==> config.mk <==
export PLATFORM = sky130hd
export DESIGN_NAME = outbuf_writer
export DESIGN_NICKNAME = d
export VERILOG_FILES = /design/src/rtl/cnn_pkg.sv /design/src/rtl/px_clip8.sv /design/src/rtl/outbuf_writer.sv
export SDC_FILE = /design/constraint.sdc
export NUM_CORES = 1
export LEC_CHECK = 0
export BUFFER_PORTS_ARGS = -buffer_cell sky130_fd_sc_hd__buf_2
export CAP_MARGIN = 20
export CORE_ASPECT_RATIO = 1.4
export CORE_UTILIZATION = 45
export CTS_CLUSTER_SIZE = 10
export DETAILED_ROUTE_END_ITERATION = 6
export MAX_ROUTING_LAYER = met4
export PLACE_DENSITY = 0.83
export REMOVE_ABC_BUFFERS = 1
export SLEW_MARGIN = 15
export SYNTH_ARGS = -nofsm -noshare
export SYNTH_HDL_FRONTEND = slang
export SYNTH_HIERARCHICAL = 1
export SYNTH_SLANG_ARGS = --single-unit
export TNS_END_PERCENT = 20
==> constraint.sdc <==
create_clock -name iClk -period 2.12 [get_ports iClk]
set_input_delay 0.318 -clock iClk [delete_from_list [all_inputs] [get_ports iClk]]
set_output_delay 0.318 -clock iClk [all_outputs]
set_load 0.01 [all_outputs]
==> src/rtl/cnn_pkg.sv <==
// rtl/cnn_pkg.sv - shared CNN pipeline types: writer FSM states, output geometry helpers, RGB888 layout
//
// Contents:
//   state_t        writer FSM encoding (IDLE, RUN, FLUSH, DONE)
//   out_dim()      valid-convolution output size for a 3x3 window (input size - 2)
//   out_depth()    number of output pixels for a WIDTH x HEIGHT input frame
//   R_LSB/G_LSB/B_LSB, CH_W   RGB888 channel bit positions in the packed word

package cnn_pkg;

    typedef enum logic [1:0] {
        IDLE  = 2'd0,
        RUN   = 2'd1,
        FLUSH = 2'd2,
        DONE  = 2'd3
    } state_t;

    // Packed RGB888: R in [23:16], G in [15:8], B in [7:0].
    localparam int CH_W  = 8;
    localparam int R_LSB = 16;
    localparam int G_LSB = 8;
    localparam int B_LSB = 0;

    function automatic int out_dim(input int in_dim);
        return in_dim - 2;
    endfunction

    function automatic int out_depth(input int in_w, input int in_h);
        return (in_w - 2) * (in_h - 2);
    endfunction

endpackage

==> src/rtl/px_clip8.sv <==
// rtl/px_clip8.sv - reduce one signed channel accumulator to an 8-bit pixel value
//
// Ports:
//   acc   in   ACC_W  signed channel accumulator
//   px    out  8      pixel channel value
//
// Build option OUTBUF_CLIP_EN:
//   defined   -> saturate to unsigned 0..255 (negative -> 0, >255 -> 255)
//   undefined -> plain truncation to the low 8 bits

module px_clip8 #(
    parameter int ACC_W = 20
) (
    input  logic signed [ACC_W-1:0] acc,
    output logic        [7:0]       px
);

`ifdef OUTBUF_CLIP_EN
    // Any set bit between bit 8 and the sign bit means the positive value exceeds 255.
    logic over;
    assign over = |acc[ACC_W-2:8];

    always_comb begin
        px = acc[7:0];
        if (acc[ACC_W-1]) begin
            px = 8'h00;
        end else if (over) begin
            px = 8'hFF;
        end
    end
`else
    // Upper accumulator bits are intentionally dropped in truncation mode.
    logic unused_hi;
    assign unused_hi = ^acc[ACC_W-1:8];
    assign px        = acc[7:0];
`endif

endmodule

==> src/rtl/outbuf_writer.sv <==
// rtl/outbuf_writer.sv - CNN output-side memory writer: packs per-channel results to RGB888 and writes them sequentially
//
// Ports:
//   iClk, iRst          clock, asynchronous active-low reset
//   iEn                 pipeline clock enable (paces acceptance of beats)
//   iStart              one-cycle pulse arming a new frame (aborts a running one)
//   iValid              result beat present, sampled only when iEn=1
//   iR, iG, iB          signed ACC_W channel accumulators
//   oCs, oWe            memory chip select / write enable, one cycle per accepted beat
//   oAddr, oData        memory address / packed {R,G,B} word
//   oBusy               frame in progress (RUN and FLUSH)
//   oDone               one-cycle pulse after the last write
//   oErr                sticky: beat accepted outside RUN; cleared by reset or iStart
//
// Build option OUTBUF_CLIP_EN selects saturating channel reduction inside px_clip8.

module outbuf_writer
    import cnn_pkg::*;
#(
    parameter int DATA_W    = 24,
    parameter int ACC_W     = 20,
    parameter int ADDR_W    = 17,
    parameter int WIDTH     = 24,
    parameter int HEIGHT    = 7,
    parameter int BASE_ADDR = 0
) (
    input  logic                     iClk,
    input  logic                     iRst,
    input  logic                     iEn,
    input  logic                     iStart,
    input  logic                     iValid,
    input  logic signed [ACC_W-1:0]  iR,
    input  logic signed [ACC_W-1:0]  iG,
    input  logic signed [ACC_W-1:0]  iB,
    output logic                     oCs,
    output logic                     oWe,
    output logic        [ADDR_W-1:0] oAddr,
    output logic        [DATA_W-1:0] oData,
    output logic                     oBusy,
    output logic                     oDone,
    output logic                     oErr
);

    localparam int OUT_W = out_dim(WIDTH);
    localparam int OUT_H = out_dim(HEIGHT);
    localparam int COL_W = (OUT_W > 1) ? $clog2(OUT_W) : 1;
    localparam int ROW_W = (OUT_H > 1) ? $clog2(OUT_H) : 1;

    localparam logic [COL_W-1:0]  COL_LAST = COL_W'(OUT_W - 1);
    localparam logic [ROW_W-1:0]  ROW_LAST = ROW_W'(OUT_H - 1);
    localparam logic [ADDR_W-1:0] ADDR_0   = ADDR_W'(BASE_ADDR);

    state_t state, state_n;

    logic [COL_W-1:0]  col;
    logic [ROW_W-1:0]  row;
    logic [ADDR_W-1:0] addr_cnt;

    logic        accept;
    logic        last_px;
    logic        write_now;
    logic        clear_cnt;
    logic        clear_err;
    logic        err_beat;

    logic [7:0]        px_r, px_g, px_b;
    logic [DATA_W-1:0] packed_px;

    px_clip8 #(.ACC_W(ACC_W)) u_clip_r (.acc(iR), .px(px_r));
    px_clip8 #(.ACC_W(ACC_W)) u_clip_g (.acc(iG), .px(px_g));
    px_clip8 #(.ACC_W(ACC_W)) u_clip_b (.acc(iB), .px(px_b));

    always_comb begin
        packed_px                = '0;
        packed_px[R_LSB +: CH_W] = px_r;
        packed_px[G_LSB +: CH_W] = px_g;
        packed_px[B_LSB +: CH_W] = px_b;
    end

    assign accept  = iEn & iValid;
    assign last_px = (row == ROW_LAST) && (col == COL_LAST);

    always_ff @(posedge iClk or negedge iRst) begin
        if (!iRst) begin
            state <= IDLE;
        end else begin
            state <= state_n;
        end
    end

    // iStart has priority over a coincident beat: it re-arms the frame and
    // that beat is neither written nor flagged.
    always_comb begin
        state_n   = state;
        write_now = 1'b0;
        clear_cnt = 1'b0;
        clear_err = 1'b0;
        err_beat  = 1'b0;
        unique case (state)
            IDLE: begin
                clear_cnt = 1'b1;
                if (iStart) begin
                    clear_err = 1'b1;
                    state_n   = RUN;
                end else if (accept) begin
                    err_beat = 1'b1;
                end
            end
            RUN: begin
                if (iStart) begin
                    clear_cnt = 1'b1;
                    clear_err = 1'b1;
                end else if (accept) begin
                    write_now = 1'b1;
                    if (last_px) begin
                        state_n = FLUSH;
                    end
                end
            end
            FLUSH: begin
                err_beat = accept;
                state_n  = DONE;
            end
            DONE: begin
                err_beat = accept;
                state_n  = IDLE;
            end
            default: state_n = IDLE;
        endcase
    end

    always_ff @(posedge iClk or negedge iRst) begin
        if (!iRst) begin
            oCs      <= 1'b0;
            oWe      <= 1'b0;
            oAddr    <= ADDR_0;
            oData    <= '0;
            oErr     <= 1'b0;
            col      <= '0;
            row      <= '0;
            addr_cnt <= ADDR_0;
        end else begin
            // Write strobes last exactly one cycle; address/data hold afterwards.
            oCs <= write_now;
            oWe <= write_now;
            if (write_now) begin
                oAddr <= addr_cnt;
                oData <= packed_px;
            end

            if (clear_cnt) begin
                col      <= '0;
                row      <= '0;
                addr_cnt <= ADDR_0;
            end else if (write_now) begin
                addr_cnt <= addr_cnt + 1'b1;
                if (col == COL_LAST) begin
                    col <= '0;
                    row <= row + 1'b1;
                end else begin
                    col <= col + 1'b1;
                end
            end

            if (clear_err) begin
                oErr <= 1'b0;
            end else if (err_beat) begin
                oErr <= 1'b1;
            end
        end
    end

    assign oBusy = (state == RUN) || (state == FLUSH);
    assign oDone = (state == DONE);

endmodule

==> metrics.md, run 1 <==
| Metric | Value |
|---|---|
| Slew headroom | `0.7572` |
| # rows | `36` |
| Final instance area | `3877 sq um` |
| Setup TNS Final | `0 ps` |
| Crit path from | `state[1]` |
| Input/output buffers | `74` |
| Buffers inserted by post-CTS timing repair | `0` |
| Clock Latency Late Sink | `340 ps` |
| Final min period | `1982 ps` |
| Clock Path Buffers | `2` |
| Maxcap violations | `0` |
| Yosys top cell area share | `0.5277` |
| DRT antenna net count | `0` |
| Pre-CTS setup slack | `131.5 ps` |
| Area leader, netlist | `dfrtp_1` |
| Worst Max-Slew Pin Slew | `364.2 ps` |
| FMAX | `504.5 MHz` |
| Root Buffer | `clkbuf_8` |
| Post-synthesis cell count | `368` |
| Worst path max stage delay | `570 ps` |
| Sequential share of the synthesized area | `0.5277` |
| Fin cells | `524` |
| Min-delay worst type | `input port to flop` |
| CP max FO | `4` |
| Crit path max-delay family | `simple AND/OR/NAND/NOR gates` |
| Yosys warning count | `6` |
| Flops & latches, synth | `70` |
| DRT iter0 DRCs | `103` |
| Initial antenna violation count | `0` |
| Worst r2r path cells | `6` |
| Most common cell after layout, fill and taps aside | `nand2_1` |
| Unrepaired setup endpoints after global routing | `false` |
| Share of layout cells above drive strength 1 | `0.2541` |
| First-pass GRT wire length | `10.22 mm` |
| Placed insts | `507` |
| Critical Path Stages | `6` |
| Layout area overhead | `16.81%` |
| CP arrival | `2250 ps` |
| Ports | `111` |
| Routability congestion estimate | `0.7988` |
| DIE AREA | `7729 sq um` |
| Worst-path clk slew | `70 ps` |
| Worst VDD drop | `0.7487 mV` |
| Core Area | `7027 sq um` |
| Most frequent cells in the layout | `nand2_1, buf_2, dfrtp_1` |
| Destination of the critical timing path | `addr_cnt[12]` |
| # setup viols final | `0` |
| Netlist cell types | `39` |
| PwrDens | `1033 nW/um^2` |
| Router iterations before antenna repair | `4` |
| Req. time, crit path | `2390 ps` |
| Top cells by area, synth | `dfrtp_1, nand2_1, buf_4` |
| Setup slack after layout | `137.8 ps` |
| Mapped cell area | `3319 sq um` |
| Layout Skew | `8.232 ps` |
| Tot Pwr | `4.006 mW` |
| Internal reg-to-reg setup slack | `140 ps` |
| Final core occ | `0.5518` |
| DP HPWL | `4.184 mm` |
| Hold WS | `158.4 ps` |
| Post-Route WL | `6.146 mm` |
| CTS sink count | `70` |
| Slew Limit Fails | `0` |
| Crit-path cells | `inv_1 > ha_1 > nand4b_4 > or4_4 > or3_1 > a21oi_1` |
| Vias | `2544` |
| Worst r2r dst | `addr_cnt[12]` |
| Overflow left after global routing | `0` |
| Buf/Inv on CP | `1` |
| Routed len/inst | `11.73 microns` |
| Mapped Avg Cell Area | `9.020 sq um` |
| Die height | `103.6 microns` |
| Crit end category | `flop` |
| Slowest CP cell | `or4_4` |
| Residual DRC | `0` |
| DP Area | `3669 sq um` |
| GRT Total Usage | `0.1763` |
| Net count, final | `499` |
| N_diodes | `0` |
| Outcome | `completed` |
| Vias in the first global route | `2366` |
| Largest net degree at the start of global routing | `71` |
| Final hold violations | `0` |
| TritonCTS Buffers | `9` |
| Vias/cell | `4.855` |
| RR Startpoint | `state[1]` |
| Static leakage | `2.138 nW` |
| CTS tree | `built` |
| Kind of critical path | `flop to flop` |
| H-tree levels | `3` |
| Starting Density | `0.4724` |
| Die W | `74.59 microns` |
| Worst Setup Start Kind | `flop` |
| Period utilization | `0.9350` |
[kinds of logic (layout without fill, tap and decap cells)]
| logic type | Yosys count | count (layout) | share of synthesized area |
|---|---|---|---|
| compound gates | 38 | 38 | 0.07275 |
| xor+xnor | 9 | 9 | 0.02375 |
| fa+ha+maj | 10 | 10 | 0.03769 |
| buf+inv | 52 | 113 | 0.08820 |
| flops | 70 | 70 | 0.5277 |
| mux | 1 | 1 | 0.003016 |
| simple gates | 188 | 188 | 0.2469 |
[cells in the mapped netlist, drive strengths merged]
cell and count:
o31a 2, xnor2 6, nor4 3, a21oi 13, buf 28, ha 10, a31oi 4, or2 1
clkbuf 14, and3 2, and4b 1, o31ai 1, nor2 17, nand3 8, o22ai 1, nand2 135
nand4b 1, a41o 2, inv 10, and4 1, a21o 1, o211ai 2, or3 4, dfrtp 70
a31o 3, and2 1, o21ai 8, nand3b 1, nand4 3, or4 2, xor2 3, nand2b 1
nor3b 2, nor3 5, o221a 1, mux2i 1
[per-layer routing]
| layer | global-route usage | vias to the layer above | routed length, microns |
|---|---|---|---|
| met5 | - | - | 0 |
| met4 | 0.1024 | 0 | 116 |
| met3 | 0.03016 | 11 | 250 |
| met2 | 0.2934 | 63 | 3135 |
| met1 | 0.1910 | 1189 | 2643 |
| li1 | - | 1281 | - |
[flip-flops by register name, summed over array words and instances (netlist names)]
signal and flops:
oErr 1, oAddr 17, row 3, addr_cnt 17
state 2, oData 24, oWe 1, col 5
[final cells by class]
cell class | count | area (sq um)
clock inverters | 5 | 57.56
repair buffers | 87 | 495.5
well taps | 95 | 118.9
inverters | 10 | 37.54
flip-flops and latches | 70 | 1752
clock buffers | 11 | 141.4
fillers | 654 | 3149
multi-input cells | 246 | 1275
[tightest hold or removal path: cells and delay by family]
family / cells / cell delay, ps
simple gates: 2 / 80
buf+inv: 1 / 70
[what timing repair did]
action	CTS	global route
hold buffers	1	0
hold endpoints to repair	69	0
resized for setup	0	0
[worst min-delay path by stage]
stage,startpoint,to,slack [ps],depth (start not counted)
2_1_floorplan,iRst,addr_cnt[0],20,0
3_3_place_gp,iRst,oData[9],360,2
3_5_place_dp,iRst,oData[9],360,2
4_1_cts,iG[1],oData[9],140,3
5_1_grt,iB[5],oData[5],160,3
6_report,iB[3],oData[3],160,3
[power by group]
group	switching, mW	leakage [nW]	internal, mW
sequential	0.134	0.941	1.59
clock	0.488	0.104	0.577
combinational	0.713	1.09	0.505
total	1.34	2.14	2.67
Note: power is estimated with default switching activity, not from simulation.
==> run 2: changes to the inputs <==
- ABC_AREA: default -> 1
- CELL_PAD_IN_SITES_DETAIL_PLACEMENT: default -> 1
- CELL_PAD_IN_SITES_GLOBAL_PLACEMENT: default -> 2
- CORE_UTILIZATION: 45 -> 26
- PLACE_DENSITY: 0.83 -> 0.85
==> run 2 against run 1 <==
Fmax increased by 7.4%. First-iteration DRC count is the same. Core utilization decreased by 23 points. Wire length increased by 31%. Power grew 13%. Sequential cell count stayed put. Count of clock-buffer cells in the layout shrank 1. Setup slack improved by 140 ps. Clock skew is 2.8 ps lower. Critical path depth grew 3.
==> metrics.md, run 2 <==
| Metric | Value |
|---|---|
| FMAX | `542.0 MHz (+7.4%)` |
| # setup viols final | `0 (unchanged)` |
| Outcome | `completed` |
| Share of synthesized registers carrying an async set or reset | `1.000 (unchanged)` |
| Flops & latches, synth | `70 (unchanged)` |
| Routed len/inst | `12.81 microns (+9.2%)` |
| Most frequent cells in the layout | `nand2_1, buf_2, dfrtp_1` |
| Post-Route WL | `8.043 mm (+31%)` |
| Pint | `2.955 mW (+11%)` |
| Static leakage | `2.123 nW (-0.70%)` |
| CTS tree | `built` |
| Post-Synth XOR/XNOR Area | `0.005136 (-0.01861)` |
| Ports | `111 (unchanged)` |
| Vias | `2755 (+8.3%)` |
| Ys flop type | `dfrtp_1` |
| Layout Skew | `5.456 ps (-2.777 ps)` |
| Sequential share of the synthesized area | `0.5136 (-0.01413)` |
| Hold path cells | `3 (unchanged)` |
| Biggest regs | `oData (24), addr_cnt (17), oAddr (17)` |
| Maxcap violations | `0 (unchanged)` |
| GRT Total Usage | `0.1321 (-0.04417)` |
| # rows | `49 (+36%)` |
| Kind of critical path | `flop to flop` |
| Min-delay worst type | `input port to flop` |
| Worst Max-Slew Pin Slew | `572.2 ps (+208.0 ps)` |
| Buffers inserted by post-CTS timing repair | `0 (unchanged)` |
| N_diodes | `0 (unchanged)` |
| Net Sw Power | `1.571 mW (+18%)` |
| EDFF count, synth | `0 (unchanged)` |
| Root Buffer | `clkbuf_16` |
| Synth Area in Adders | `0.03668 (-0.001009)` |
| Residual DRC | `0 (unchanged)` |
| CTS sink count | `70 (unchanged)` |
| Worst Setup Start Kind | `flop` |
| Post-synthesis mux area share | `0 (-0.003015)` |
| Met3 routed WL | `221 microns (-12%)` |
| Final min period | `1845 ps (-137.1 ps)` |
| H-tree levels | `3 (unchanged)` |
| Layout area overhead | `19.04%` |
| Vias in the first global route | `2969 (+25%)` |
| Switching share of power | `0.3470 (+0.01378)` |
| Compound-Gate Fraction of Synth Area | `0.05869 (-0.01405)` |
| Req. time, crit path | `2330 ps (-60 ps)` |
| Worst r2r path cells | `9 (+3)` |
| Final hold violations | `0 (unchanged)` |
| Most common cell after layout, fill and taps aside | `nand2_1` |
| Die W | `98.80 microns (+32%)` |
| Yosys top cell area share | `0.5136 (-0.01413)` |
| CP max FO | `20 (+16)` |
| DP Area | `3806 sq um (+3.8%)` |
| Clock Latency Late Sink | `330 ps (about the same)` |
| Yosys warning count | `6 (unchanged)` |
| Clock Path Buffers | `2 (unchanged)` |
| Clk pwr share | `0.285 (+0.019)` |
| Slew headroom | `0.6185 (-0.1387)` |
| Initial antenna violation count | `0 (unchanged)` |
| Worst VDD drop | `0.3434 mV (-54%)` |
| PwrDens | `1115 nW/um^2 (+7.9%)` |
| Worst-path clk slew | `50 ps (-20 ps)` |
| Slew Limit Fails | `0 (unchanged)` |
| DRT antenna net count | `0 (unchanged)` |
| Top cells by area, synth | `dfrtp_1, nand2_1, buf_4` |
| Largest register FFs | `24 (unchanged)` |
| Period utilization | `0.8704 (-0.06466)` |
| Largest family of logic cells by synthesized area | `simple AND/OR/NAND/NOR gates` |
| Register share of total power | `0.407 (-0.023)` |
| Area leader, netlist | `dfrtp_1` |
| First-pass GRT wire length | `13.62 mm (+33%)` |
| Overflow left after global routing | `0 (unchanged)` |
| Netlist cell types | `26 (-33%)` |
| Final core occ | `0.3169 (-0.2350)` |
| Highest metal used | `met4` |
| Top-count cell post-synth | `nand2_1` |
| Post-synthesis cell count | `415 (+13%)` |
| Unrepaired setup endpoints after global routing | `false` |
| Share of layout cells above drive strength 1 | `0.2274 (-0.02671)` |
| Routability congestion estimate | `0.7513 (-5.9%)` |
| Starting Density | `0.2662 (-0.2062)` |
| Mapped cell area | `3411 sq um (+2.8%)` |
| WL met1 | `3.188 mm (+21%)` |
| Comb pwr share | `0.308 (+0.004)` |
| TritonCTS Buffers | `9 (unchanged)` |
| Router iterations before antenna repair | `3 (-1)` |
| Largest Register | `oData` |
| Metal2 WL | `4.458 mm (+42%)` |
| Mapped Avg Cell Area | `8.219 sq um (-8.9%)` |
| Fillers | `1528 (+130%)` |
| DIE AREA | `13590 sq um (+76%)` |
| Setup TNS Final | `0 ps (unchanged)` |
| DRT iter0 DRCs | `103 (unchanged)` |
| Synth Area in Simple Gates | `0.2689 (+0.02200)` |
| Vias/cell | `4.387 (-9.6%)` |
| Post-CTS sizing | `0 (unchanged)` |
| Largest net degree at the start of global routing | `27 (-62%)` |
| Final instance area | `4060 sq um (+4.7%)` |
| CP arrival | `2060 ps (-190 ps)` |
| DP HPWL | `6.070 mm (+45%)` |
| Die height | `137.5 microns (+33%)` |
| Core Area | `12810 sq um (+82%)` |
| Net count, final | `548 (+9.8%)` |
| Input/output buffers | `74 (unchanged)` |
| Post-synth top cells | `nand2_1, dfrtp_1, nor2_1` |
| Crit end category | `flop` |
## run 2: changes by cell type after synthesis, sizes merged, moves of 5 or more
| cell | delta |
|---|---|
| a21oi | -5 |
| buf | +8 |
| clkbuf | -13 |
| inv | +26 |
| nand2 | +21 |
| nand3 | +5 |
| nor2 | +29 |
| o21ai | +20 |
| xnor2 | -6 |
## run 2: metrics by stage
stage               cells  hold WS [ps]  power, mW  setup slack (ps)
floorplan             378         22.41      2.662            -169.8
global placement      614         342.8      3.201             300.9
detailed placement    614         348.8      3.294             228.4
CTS                   628         178.1      4.615             219.6
global route          628         188.6      4.851             32.52
finish                628         181.5      4.526             274.9
## run 2: power by group through the flow
stage,sequential (mW),clock (mW),combinational (mW)
2_1_floorplan,1.98,0,0.685
6_report,1.84,1.29,1.39
3_3_place_gp,1.84,0,1.36
3_5_place_dp,1.87,0,1.43
5_1_grt,1.88,1.38,1.58
4_1_cts,1.85,1.33,1.44
## run 2: cell families (layout without fill, tap and decap cells)
logic type      count (synthesis)  after routing
fa+ha+maj                      10             10
xor+xnor                        2              2
buf+inv                        73            133
simple gates                  221            221
flops                          70             70
compound gates                 39             39
## run 2: worst max-delay path: stages, from the launching register on
cell and delay, ps:
dfrtp_1 420, inv_1 120, ha_1 230, inv_1 60
nor2_1 110, nand2_2 270, nand2_4 230, nand2_2 130
nand2_1 80, o21ai_0 70
## run 2: repair_timing
action / 4_1_cts / 5_1_grt
hold endpoints to repair: 21 / 0
hold buffers: 1 / 0
setup endpoints to repair: 0 / 0
## run 2: path summary, 6_finish.rpt
check                      slack, ps           end  startpoint
hold reg to reg                  480     oData[20]   oData[20]
min in group asynchronous        530  addr_cnt[13]        iRst
setup reg to reg                 270        row[1]    state[1]
max in group asynchronous       1040      oData[7]        iRst
hold / removal                   180     oData[15]       iG[7]
setup / recovery                 270        row[1]    state[1]
## run 2: cell type report
class                   count  area, sq um  area share
clock buffers              10        229.0     0.05639
clock inverters             3        15.01    0.003698
inverters                  36        135.1     0.03328
multi-input cells         272         1265      0.3116
flip-flops and latches     70         1752      0.4314
well taps                 153        191.4     0.04715
repair buffers             84        473.0      0.1165
## run 2: layer usage
| layer | global-route usage | vias to the layer above |
|---|---|---|
| li1 | - | 1362 |
| met1 | 0.1314 | 1340 |
| met2 | 0.2483 | 43 |
| met3 | 0.01979 | 10 |
| met4 | 0.06965 | 0 |
| met5 | - | - |
==> run 3: changes to the inputs <==
- CELL_PAD_IN_SITES_GLOBAL_PLACEMENT: 2 -> 1
- CORE_UTILIZATION: 26 -> 33
- PLACE_DENSITY: 0.85 -> default
- PLACE_DENSITY_LB_ADDON: default -> 0.1
==> run 3 against run 2 <==
Count of clock-buffer cells in the layout unchanged. Core utilization increased by 9.2 points. Design area increased by 0.18%. Combinational power about the same. Largest cell class unchanged. Sequential power about the same. Hold slack got worse by 170 ps. Final cell count decreased by 3.0%.
==> metrics.md, run 3 (same netlist as run 2, synthesis figures left out) <==
| Metric | Value |
|---|---|
| Area taken by multi-input logic gates | `1260 sq um (-0.40%)` |
| Final min period | `1852 ps (+6.832 ps)` |
| Router iterations before antenna repair | `4 (+1)` |
| Kind of critical path | `flop to flop` |
| Input/output buffers | `74 (unchanged)` |
| Residual DRC | `0 (unchanged)` |
| Final instance area | `4068 sq um (+0.18%)` |
| Share of layout cells above drive strength 1 | `0.2278 (+0.0004797)` |
| Crit path from | `state[1]` |
| Net count, final | `545 (-0.55%)` |
| Vias in the first global route | `2794 (-5.9%)` |
| Core Area | `9953 sq um (-22%)` |
| Clock Path Buffers | `2 (unchanged)` |
| Min-delay worst type | `input port to asynchronous set/reset pin` |
| Slowest CP cell | `dfrtp_1` |
| Starting Density | `0.3427 (+0.07649)` |
| # rows | `43 (-12%)` |
| Setup TNS Final | `0 ps (unchanged)` |
| DIE AREA | `10750 sq um (-21%)` |
| CTS tree | `built` |
| Layout Skew | `4.976 ps (-0.4795 ps)` |
| Worst VDD drop | `0.5258 mV (+53%)` |
| Ports | `111 (unchanged)` |
| CTS sink count | `70 (unchanged)` |
| Slew Limit Fails | `0 (unchanged)` |
| Fillers | `1222 (-20%)` |
| Most common cell after layout, fill and taps aside | `nand2_1` |
| WL met1 | `3.332 mm (+4.5%)` |
| Initial antenna violation count | `0 (unchanged)` |
| Metal2 WL | `3.760 mm (-16%)` |
| Worst path max stage delay | `410 ps (about the same)` |
| Largest Register | `oData` |
| # setup viols final | `0 (unchanged)` |
| Clock Latency Late Sink | `330 ps (about the same)` |
| DP HPWL | `5.465 mm (-10%)` |
| Crit-path cells | `inv_1 > ha_1 > inv_1 > nor2_1 > nand2_2 > buf_4 > nand2_1 > o21ai_0` |
| Layout area overhead | `19.26%` |
| DRT antenna net count | `0 (unchanged)` |
| Register Area | `1752 sq um (unchanged)` |
| PwrDens | `1168 nW/um^2 (+4.8%)` |
| Buf/Inv on CP | `3 (+1)` |
| Req. time, crit path | `2310 ps (-20 ps)` |
| Worst Setup Start Kind | `flop` |
| Period utilization | `0.8736 (+0.003223)` |
| CP arrival | `2050 ps (about the same)` |
| TritonCTS Buffers | `9 (unchanged)` |
| Root Buffer | `clkbuf_16` |
| Biggest regs | `oData (24), addr_cnt (17), oAddr (17)` |
| GRT Total Usage | `0.1611 (+0.02896)` |
| Overflow left after global routing | `0 (unchanged)` |
| Slew headroom | `0.6800 (+0.06147)` |
| Crit path max-delay family | `buffers and inverters` |
| CTS Hold Buffers Added | `0 (-1)` |
| Most frequent cells in the layout | `nand2_1, buf_2, dfrtp_1` |
| N_diodes | `0 (unchanged)` |
| Worst Max-Slew Pin Slew | `478.3 ps (-93.98 ps)` |
| First-pass GRT wire length | `12.81 mm (-5.9%)` |
| Routed len/inst | `12.37 microns (-3.4%)` |
| DP Area | `3764 sq um (-1.1%)` |
| CP dominant cell by count | `inv_1` |
| Largest net degree at the start of global routing | `71 (+160%)` |
| Vias/cell | `4.476 (+2.0%)` |
| Highest metal used | `met4` |
| Crit end category | `flop` |
| Unrepaired setup endpoints after global routing | `false` |
| Maxcap violations | `0 (unchanged)` |
| Vias | `2726 (-1.1%)` |
| Final hold violations | `0 (unchanged)` |
| Largest register FFs | `24 (unchanged)` |
| Outcome | `completed` |
| DRT iter0 DRCs | `91 (-12%)` |
| CP max FO | `30 (+50%)` |
| Die W | `87.92 microns (-11%)` |
| FMAX | `540.0 MHz (-0.37%)` |
| Static leakage | `2.134 nW (+0.55%)` |
| RR Startpoint | `state[1]` |
| Post-CTS sizing | `0 (unchanged)` |
| Routability congestion estimate | `0.7632 (+1.6%)` |
| H-tree levels | `3 (unchanged)` |
| Die height | `122.3 microns (-11%)` |
| Met3 routed WL | `294 microns (+33%)` |
| Worst-path clk slew | `50 ps (about the same)` |
| Post-Route WL | `7.531 mm (-6.4%)` |
| Buffers inserted by post-CTS timing repair | `0 (unchanged)` |
-- run 3: cell types whose count changed in the layout (fill, tap and decap cells not counted) --
cell,before,now
bufinv_16,0,2
dlygate4sd3_1,1,0
nor2_4,2,1
buf_4,7,5
nor2_2,4,5
-- run 3: worst paths after layout --
kind / to / slack (ps) / depth (start not counted)
hold reg to reg: oData[18] / 470 / 2
max in group asynchronous: oAddr[12] / 1800 / 2
hold / removal: oData[6] / 20 / 2
setup reg to reg: oAddr[2] / 270 / 8
setup / recovery: oAddr[2] / 270 / 8
min in group iClk: oData[22] / 180 / 3
-- run 3: routing by layer --
metal | global-route usage | vias to the layer above
li1 | - | 1358
met1 | 0.1828 | 1308
met2 | 0.2689 | 50
met3 | 0.03093 | 10
met4 | 0.07992 | 0
met5 | - | -
-- run 3: area by class of cell --
type,instances,area share
Clock buffer,10,0.05629
Clock inverter,5,0.01846
Inverter,36,0.03322
Multi-Input combinational cell,272,0.3098
Sequential cell,70,0.4306
Tap cell,135,0.04153
Timing Repair Buffer,81,0.1101
-- run 3: power breakdown --
group	switching [mW]	internal [mW]	total, mW
Clock	0.539	1.02	1.56
Sequential	0.177	1.65	1.83
Combinational	0.833	0.531	1.36
-- run 3: stage by stage --
stage | power, mW | util | worst slack (ps) | instances | hold slack, ps
3_5_place_dp | 3.257 | 0.3781 | 256.3 | 594 | 388.3
5_1_grt | 5.107 | 0.4087 | 41.09 | 609 | 34.07
6_report | 4.751 | 0.4087 | 268.0 | 609 | 16.02
4_1_cts | 4.850 | 0.4087 | 246.5 | 609 | 27.63
3_3_place_gp | 3.206 | 0.3781 | 291.2 | 594 | 384.0
2_1_floorplan | 2.662 | - | -169.8 | 378 | 22.41
-- run 3: worst register-to-register path, cell delays in order (launching register included) --
cell	delay, ps
dfrtp_1	410
inv_1	120
ha_1	240
inv_1	60
nor2_1	110
nand2_2	270
buf_4	350
nand2_1	90
o21ai_0	80
